$ cat src/rtl/matriz_seta_varredura.sv
// Column-scan controller for the 5x7 elevator direction LED matrix.
// Optional blink of the arrow symbols is built in when SETA_PISCA_EN is defined.
module matriz_seta_varredura #(
  parameter int DIV           = 50000,
  parameter int PISCA_QUADROS = 32
) (
  input  logic       clk,
  input  logic       reset,
  input  logic       enable,
  input  logic [1:0] sentido,
  output logic [4:0] colunas,
  output logic [6:0] linhas,
  output logic       fim_quadro
);

  localparam int CW = (DIV > 1) ? $clog2(DIV) : 1;

  logic [CW-1:0] cont;
  logic [2:0]    col_idx;
  logic [1:0]    simbolo_reg;
  logic          tick;
  logic          fim_frame;
  logic          apaga;
  logic [6:0]    padrao;

  assign tick      = (cont == CW'(DIV - 1));
  assign fim_frame = enable && tick && (col_idx == 3'd4);

  // Glyph table: bit r of the column vector lights row r
  always_comb begin
    padrao = 7'h00;
    case (simbolo_reg)
      2'b01: begin
        case (col_idx)
          3'd0, 3'd4: padrao = 7'h04;
          3'd1, 3'd3: padrao = 7'h06;
          3'd2:       padrao = 7'h7F;
          default:    padrao = 7'h00;
        endcase
      end
      2'b10: begin
        case (col_idx)
          3'd0, 3'd4: padrao = 7'h10;
          3'd1, 3'd3: padrao = 7'h30;
          3'd2:       padrao = 7'h7F;
          default:    padrao = 7'h00;
        endcase
      end
      2'b00:   padrao = 7'h08;
      default: padrao = 7'h00;
    endcase
  end

  // Symbol only changes at the frame boundary so the image never tears
  always_ff @(posedge clk or posedge reset) begin
    if (reset) begin
      cont        <= '0;
      col_idx     <= 3'd0;
      simbolo_reg <= 2'b11;
    end else if (!enable) begin
      cont        <= '0;
      col_idx     <= 3'd0;
      simbolo_reg <= sentido;
    end else begin
      if (tick) begin
        cont    <= '0;
        col_idx <= (col_idx == 3'd4) ? 3'd0 : col_idx + 3'd1;
        if (col_idx == 3'd4) simbolo_reg <= sentido;
      end else begin
        cont <= cont + CW'(1);
      end
    end
  end

`ifdef SETA_PISCA_EN
  localparam int QN = 2 * PISCA_QUADROS;
  localparam int QW = (QN > 1) ? $clog2(QN) : 1;

  logic [QW-1:0] quadro;

  always_ff @(posedge clk or posedge reset) begin
    if (reset) begin
      quadro <= '0;
    end else if (!enable) begin
      quadro <= '0;
    end else if (fim_frame) begin
      quadro <= (quadro == QW'(QN - 1)) ? '0 : quadro + QW'(1);
    end
  end

  assign apaga = ((simbolo_reg == 2'b01) || (simbolo_reg == 2'b10)) &&
                 (quadro >= QW'(PISCA_QUADROS));
`else
  // Arrows are steady; the blink period only matters in the blink build
  assign apaga = (PISCA_QUADROS < 0);
`endif

  always_ff @(posedge clk or posedge reset) begin
    if (reset) begin
      colunas    <= 5'b00000;
      linhas     <= 7'h7F;
      fim_quadro <= 1'b0;
    end else if (!enable) begin
      colunas    <= 5'b00000;
      linhas     <= 7'h7F;
      fim_quadro <= 1'b0;
    end else begin
      colunas    <= 5'b00001 << col_idx;
      linhas     <= apaga ? 7'h7F : ~padrao;
      fim_quadro <= fim_frame;
    end
  end

endmodule

$ cat config.mk
export PLATFORM = sky130hd
export DESIGN_NAME = matriz_seta_varredura
export DESIGN_NICKNAME = d
export VERILOG_FILES = /design/src/rtl/matriz_seta_varredura.sv
export SDC_FILE = /design/constraint.sdc
export NUM_CORES = 1
export LEC_CHECK = 0
export ABC_CLOCK_PERIOD_IN_PS = 2400
export BUFFER_PORTS_ARGS = -buffer_cell sky130_fd_sc_hd__buf_4
export CORE_UTILIZATION = 50
export CTS_CLUSTER_SIZE = 25
export DETAILED_ROUTE_END_ITERATION = 10
export PLACE_DENSITY = 0.69
export SYNTH_ARGS = -nofsm -noshare
export SYNTH_HDL_FRONTEND = slang
export SYNTH_SLANG_ARGS = --single-unit
$ cat constraint.sdc
create_clock -name clk -period 2.4 [get_ports clk]
set_clock_uncertainty 0.05 [all_clocks]
set_input_delay 0.24 -clock clk [delete_from_list [all_inputs] [get_ports clk]]
set_output_delay 0.24 -clock clk [all_outputs]
set_load 0.03 [all_outputs]
==> impl_metrics.py, run 1 <==
metrics = {
    "status": {
        "result_of_the_run": "finished clean",
    },
    "timing": {
        "setup_viol_count_final": 0,
        "grt_setup_unrepaired": "no",
        "layout_min_cycle_time_ps": 1778,
        "max_freq_ghz": 0.5623,
        "tightestPinTransition_ps": 397.8,
        "slew_headroom_pct": 73.48,
        "drv_slew": 0,
        "hold_violations": 0,
        "fin_crit_sh_pct": 74.10,
        "final.setup.tns_ps": 0,
    },
    "cts": {
        "cts.htree.levels": 2,
        "cts.path.max_buffers": 2,
        "clk-insertion-delay-late_ps": 320,
        "cts_setup_buffers": 0,
        "post_cts.resized_instances": 0,
        "cts_made_buffers": 5,
        "post_cts_hold_buffer_count": 1,
        "tritoncts": "built",
        "clk_pin_slew_worst_paths_ps": 100,
        "clock-root-buffer": "clkbuf_4",
        "cts_sinks": 33,
    },
    "place": {
        "buffer_ports.inserted": 17,
        "dp_hpwl_mm": 1.932,
        "gpl.final_weighted_congestion": 0.8161,
        "post-place-cells": 208,
    },
    "power": {
        "max-vdd-ir-drop_uv": 262.0,
        "cellLeakagePower_nw": 0.8137,
        "pwr_density_cell_mw_per_mm2": 521.1,
    },
    "synth": {
        "register_bit_total_from_synthesis": 33,
        "area_of_the_mapped_netlist_mm2": 0.001597,
        "mappedNetlistNets": 160,
        "seq_area_frac_synth_pct": 52.35,
        "yosys_warnings": 0,
        "synth_cells": 149,
        "synth_cell_types": 41,
        "postSynthAreaPerCell_um2": 10.71,
    },
    "floorplan": {
        "die_x_um": 58.51,
        "fp.dieArea_mm2": 0.003423,
        "start_util_pct": 52.30,
        "core_area_mm2": 0.003053,
        "floorplan_row_count": 20,
        "io-pin-count": 18,
        "die_h_um": 58.51,
    },
    "setup_path": {
        "worst_ep_arrival_time_ps": 1980,
        "end_kind": "flop",
        "worst_path_max_delay_cell": "or4_1",
        "slowest_delay_ps": 470,
        "cp_startpoint_kind": "flop",
        "worst-endpoint-required_ps": 2610,
        "critPathBufInv": 0,
        "critical_path.cell_chain": "nand4_4, or3_1, or4_1, a21oi_1",
        "crit_type": "flop to flop",
        "crit_fanout": 9,
        "critical-path-top-delay-family": "simple AND/OR/NAND/NOR gates",
    },
    "routing": {
        "drt.antenna.violating_nets": 0,
        "firstDrtPassIters": 4,
        "initialDrtViolationCount": 41,
        "vias": 1103,
        "finalWirelength_mm": 2.653,
        "drt-wirelength-per-cell_um": 12.23,
        "remaining_drc_errors": 0,
        "routed_via_density": 5.083,
    },
    "min_path": {
        "min-delay-path-class": "input pin to flop",
    },
    "cells_and_area": {
        "layout_top_registers": "cont x16, linhas x6, colunas x5",
        "regMostFlops": "cont",
        "nNetsFinal": 183,
        "fillCellCount": 259,
        "multi_input_comb_area_um2": 719.4,
        "max_reg_flops": 16,
        "non_filler_cells_final": 217,
        "antenna-diode-count": 0,
        "layout_overhead_on_the_synthesized_area_pct": 15.28,
        "layout.area.seq_um2": 835.8,
        "final_layout_size_suffix_gt1_share_pct": 23.12,
    },
    "global_route": {
        "global_route.usage.total_pct": 18.43,
        "grt_pass1_wl_mm": 4.692,
        "grt_antenna_before_repair": 0,
        "grt_max_degree": 34,
        "grt_pass1_vias": 1060,
        "grt-ovfl-total": 0,
    },
    "job": {
        "drv.max_cap_violation_count": 0,
    },
}
metrics by stage:
step           total power, mW  worst slack, ps  instance area, um2  utilization [%]  hold WS, ps
6_report                0.9590            621.6                1841            60.29        80.52
5_1_grt                  1.005            531.6                1841            60.29        76.42
4_1_cts                 0.9729            619.0                1841            60.29        71.69
3_5_place_dp            0.6566            626.3                1772            58.03        316.8
3_3_place_gp            0.6547            683.9                1772            58.03        299.0
2_1_floorplan           0.6338            739.4                1597                -        313.0
cell usage in the layout, fill, tap and decap left out, drive strengths merged, types with 6 or more instances in the layout:
master / count
ha: 6
nand2: 10
inv: 7
dfrtp: 25
buf: 18
clkbuf: 8
xnor2: 10
dfstp: 8
nor2: 19
power by group:
part           switching [mW]  internal [mW]  leakage [nW]
clock network           0.169          0.144        0.0326
registers             0.00992          0.573         0.429
logic                  0.0380         0.0253         0.352
total                   0.217          0.742         0.814
cells by family after synthesis:
family | share of synthesized area [%]
AND/OR/NAND/NOR | 25.39
flip-flops | 52.35
adder cells (fa/ha/maj) | 4.702
buffers and inverters | 2.586
XOR/XNOR | 7.132
AO/OA/AOI/OAI | 5.799
multiplexers | 2.038
path summary, 6_finish.rpt:
| kind | cells past startpoint | from | slack (ps) | end |
|---|---|---|---|---|
| worst max-delay path | 4 | cont[3] | 620 | cont[15] |
| max in group asynchronous | 4 | reset | 1450 | linhas[2] |
| worst min-delay path | 2 | sentido[0] | 80 | simbolo_reg[0] |
| min in group asynchronous | 4 | reset | 510 | cont[14] |
| worst max register to register | 4 | cont[3] | 620 | cont[15] |
| worst min register to register | 1 | cont[0] | 440 | cont[0] |
worst reg2reg max path: stages, from the launching register on:
cell,delay [ps]
dfrtp_1,460
nand4_4,180
or3_1,400
or4_1,470
a21oi_1,140
Yosys cell counts, drive strengths merged:
master    n  share of area [%]
a21boi    2               0.94
a21oi     2               0.63
a2bb2oi   1               0.55
and2      5                2.0
and3      4                1.7
and4bb    2                1.6
buf       2               0.71
clkbuf    1               0.23
dfrtp    25                 39
dfstp     8                 13
ha        6                4.7
inv       7                1.6
mux2      2                1.4
mux2i     1               0.63
nand2    10                2.5
nand2b    2               0.78
nand3     5                1.6
nand3b    1               0.47
nand4     5                3.3
nor2     19                4.5
nor2b     5                2.0
nor3      5                1.6
nor4      2               0.78
nor4b     1               0.94
o21ai     5                1.6
o21ba     1               0.63
o21bai    1               0.47
o2bb2ai   1               0.55
o31ai     1               0.47
or2       1               0.39
or3       1               0.39
or3b      1               0.55
or4       1               0.47
xnor2    10                5.5
xor2      3                1.6
layout make-up:
type                            count  share of cell area, %
Inverter                            7                  1.428
Multi-Input combinational cell    106                  39.09
Clock buffer                        8                  3.195
Tap cell                           44                  2.991
Timing Repair Buffer               19                  7.886
Sequential cell                    33                  45.41
metal layers:
layer / vias to the layer above / GRT usage, % / share of wire [%]
met5: - / 0 / 0
met4: 0 / 9.524 / 1.2
met3: 4 / 3.956 / 4.3
met2: 22 / 26.77 / 43
met1: 527 / 26.04 / 51
li1: 550 / - / -
No activity file was read; power rests on OpenSTA's default activity.
==> inputs of run 2 (changes only) <==
--- a/config.mk
+++ b/config.mk
@@ -5,7 +5,7 @@
 export SDC_FILE = /design/constraint.sdc
 export NUM_CORES = 1
 export LEC_CHECK = 0
-export ABC_CLOCK_PERIOD_IN_PS = 2400
+export ABC_CLOCK_PERIOD_IN_PS = 1700
 export BUFFER_PORTS_ARGS = -buffer_cell sky130_fd_sc_hd__buf_4
 export CORE_UTILIZATION = 50
 export CTS_CLUSTER_SIZE = 25
==> constraint.sdc (replaced) <==
create_clock -name clk -period 1.7 [get_ports clk]
set_clock_uncertainty 0.05 [all_clocks]
set_input_delay 0.17 -clock clk [delete_from_list [all_inputs] [get_ports clk]]
set_output_delay 0.17 -clock clk [all_outputs]
set_load 0.03 [all_outputs]
==> impl_metrics.py, run 2 (synthesis gave the netlist of run 1 again) <==
metrics = {
    "cells_and_area": {
        "multi_input_comb_area_um2": 764.5,
        "max_reg_flops": 16,
        "nNetsFinal": 190,
        "layout_overhead_on_the_synthesized_area_pct": 23.82,
        "antenna-diode-count": 0,
        "layout.cells.most_common": "buf_4",
        "layout.area.seq_um2": 845.8,
        "regMostFlops": "cont",
        "final_layout_size_suffix_gt1_share_pct": 34.44,
        "fillCellCount": 247,
        "layout_common_cells": "22 x buf_4, 19 x nor2_1, 17 x dfrtp_1",
        "layout_top_registers": "cont x16, linhas x6, colunas x5",
    },
    "cts": {
        "cts.path.max_buffers": 2,
        "clk_pin_slew_worst_paths_ps": 100,
        "cts_made_buffers": 5,
        "cts.htree.levels": 2,
        "tritoncts": "built",
        "cts_sinks": 33,
        "clock-root-buffer": "clkbuf_4",
        "clk-insertion-delay-late_ps": 330,
    },
    "timing": {
        "hold_violations": 0,
        "hold-worst-slack_ps": 30.31,
        "layout_min_cycle_time_ps": 1640,
        "fin_crit_sh_pct": 96.46,
        "drv_slew": 0,
        "slew_headroom_pct": 61.88,
        "tightestPinTransition_ps": 571.2,
        "setup_viol_count_final": 0,
        "layout_setup_ws_ps": 60.14,
        "max_freq_ghz": 0.6098,
    },
    "routing": {
        "initialDrtViolationCount": 42,
        "drt-wirelength-per-cell_um": 13.59,
        "vias": 1153,
        "routed_via_density": 5.147,
        "drt.antenna.violating_nets": 0,
        "remaining_drc_errors": 0,
        "finalWirelength_mm": 3.044,
        "firstDrtPassIters": 4,
    },
    "power": {
        "cellLeakagePower_nw": 0.8491,
        "pwr_density_cell_mw_per_mm2": 720.0,
        "max-vdd-ir-drop_uv": 571.6,
    },
    "setup_path": {
        "worst-endpoint-required_ps": 1920,
        "crit_fanout": 3,
        "crit_type": "flop to flop",
        "worst_setup_path_startpoint": "cont[6]",
        "critical_path.reg2reg.endpoint": "cont[15]",
        "worst_reg2reg_path_depth": 4,
        "worstSetupEndpoint": "cont[15]",
        "cp_startpoint_kind": "flop",
        "worst_ep_arrival_time_ps": 1860,
        "end_kind": "flop",
        "worstReg2RegStart": "cont[6]",
        "ff2ff_setup_slack_ps": 60,
    },
    "global_route": {
        "grt_max_degree": 21,
        "global_route.usage.total_pct": 20.69,
        "grt_pass1_vias": 1118,
        "grt_pass1_wl_mm": 5.106,
        "grt-ovfl-total": 0,
        "grt_antenna_before_repair": 0,
    },
    "job": {
        "drv.max_cap_violation_count": 0,
    },
    "place": {
        "post-place-ws_ps": -14.54,
        "gpl.final_weighted_congestion": 0.8360,
        "dp_hpwl_mm": 2.190,
        "buffer_ports.inserted": 17,
    },
    "floorplan": {
        "start_util_pct": 52.30,
        "floorplan_row_count": 20,
        "die_x_um": 58.51,
        "io-pin-count": 18,
        "die_h_um": 58.51,
        "fp.dieArea_mm2": 0.003423,
        "core_area_mm2": 0.003053,
    },
    "status": {
        "result_of_the_run": "finished clean",
    },
    "min_path": {
        "min-delay-path-class": "input pin to flop",
    },
}
## run 2: timing repair
item,in CTS,in global routing
endpoints found under the hold margin,7,0
setup buffers,0,0
setup endpoints to repair,3,7
resized for setup,4,13
hold buffers,3,0
pin swaps,0,3
## run 2: final cells by class
type / count / area share [%]
Clock buffer: 7 / 3.291
Clock inverter: 1 / 0.2532
Inverter: 7 / 1.329
Multi-Input combinational cell: 106 / 38.67
Sequential cell: 33 / 42.78
Tap cell: 44 / 2.785
Timing Repair Buffer: 26 / 10.89
## run 2: per-stage QoR
stage	instances	cell area [um2]	power, mW	utilization (%)	TNS [ps]
after detailed placement	213	1822	0.9327	59.67	-17.04
after CTS	224	1937	1.439	63.44	0
after global routing	224	1977	1.487	64.75	-0.1614
final	224	1977	1.423	64.75	0
after global placement	213	1822	0.9293	59.67	0
after floorplan	149	1597	0.8948	-	0
## run 2: where the power goes
group	switching [mW]	internal [mW]	leakage, nW
combinational	0.0584	0.0454	0.392
sequential	0.0179	0.810	0.416
clock	0.253	0.239	0.0413
total	0.329	1.09	0.849
## run 2: how the worst min path moves through the flow
| stage | from | to | cells past startpoint | slack, ps |
|---|---|---|---|---|
| 6_report | sentido[1] | simbolo_reg[1] | 2 | 30 |
| 5_1_grt | sentido[1] | simbolo_reg[1] | 2 | 30 |
| 4_1_cts | sentido[1] | simbolo_reg[1] | 2 | 20 |
| 3_5_place_dp | reset | colunas[1] | 2 | 220 |
| 3_3_place_gp | reset | colunas[1] | 2 | 210 |
| 2_1_floorplan | reset | col_idx[0] | 1 | 240 |
## run 2: worst max-delay path, cell delays in order, from the launching register on
cell     delay (ps)
dfrtp_1         430
nand4_4         110
or3_4           370
or4_4           490
a21oi_2         120
## run 2: per-layer routing
layer | wire length, um | global-route usage (%) | vias up
met5 | 0 | 0 | -
met1 | 1477 | 27.35 | 558
met4 | 80 | 9.524 | 0
met2 | 1378 | 31.03 | 22
li1 | - | - | 564
met3 | 108 | 6.813 | 9
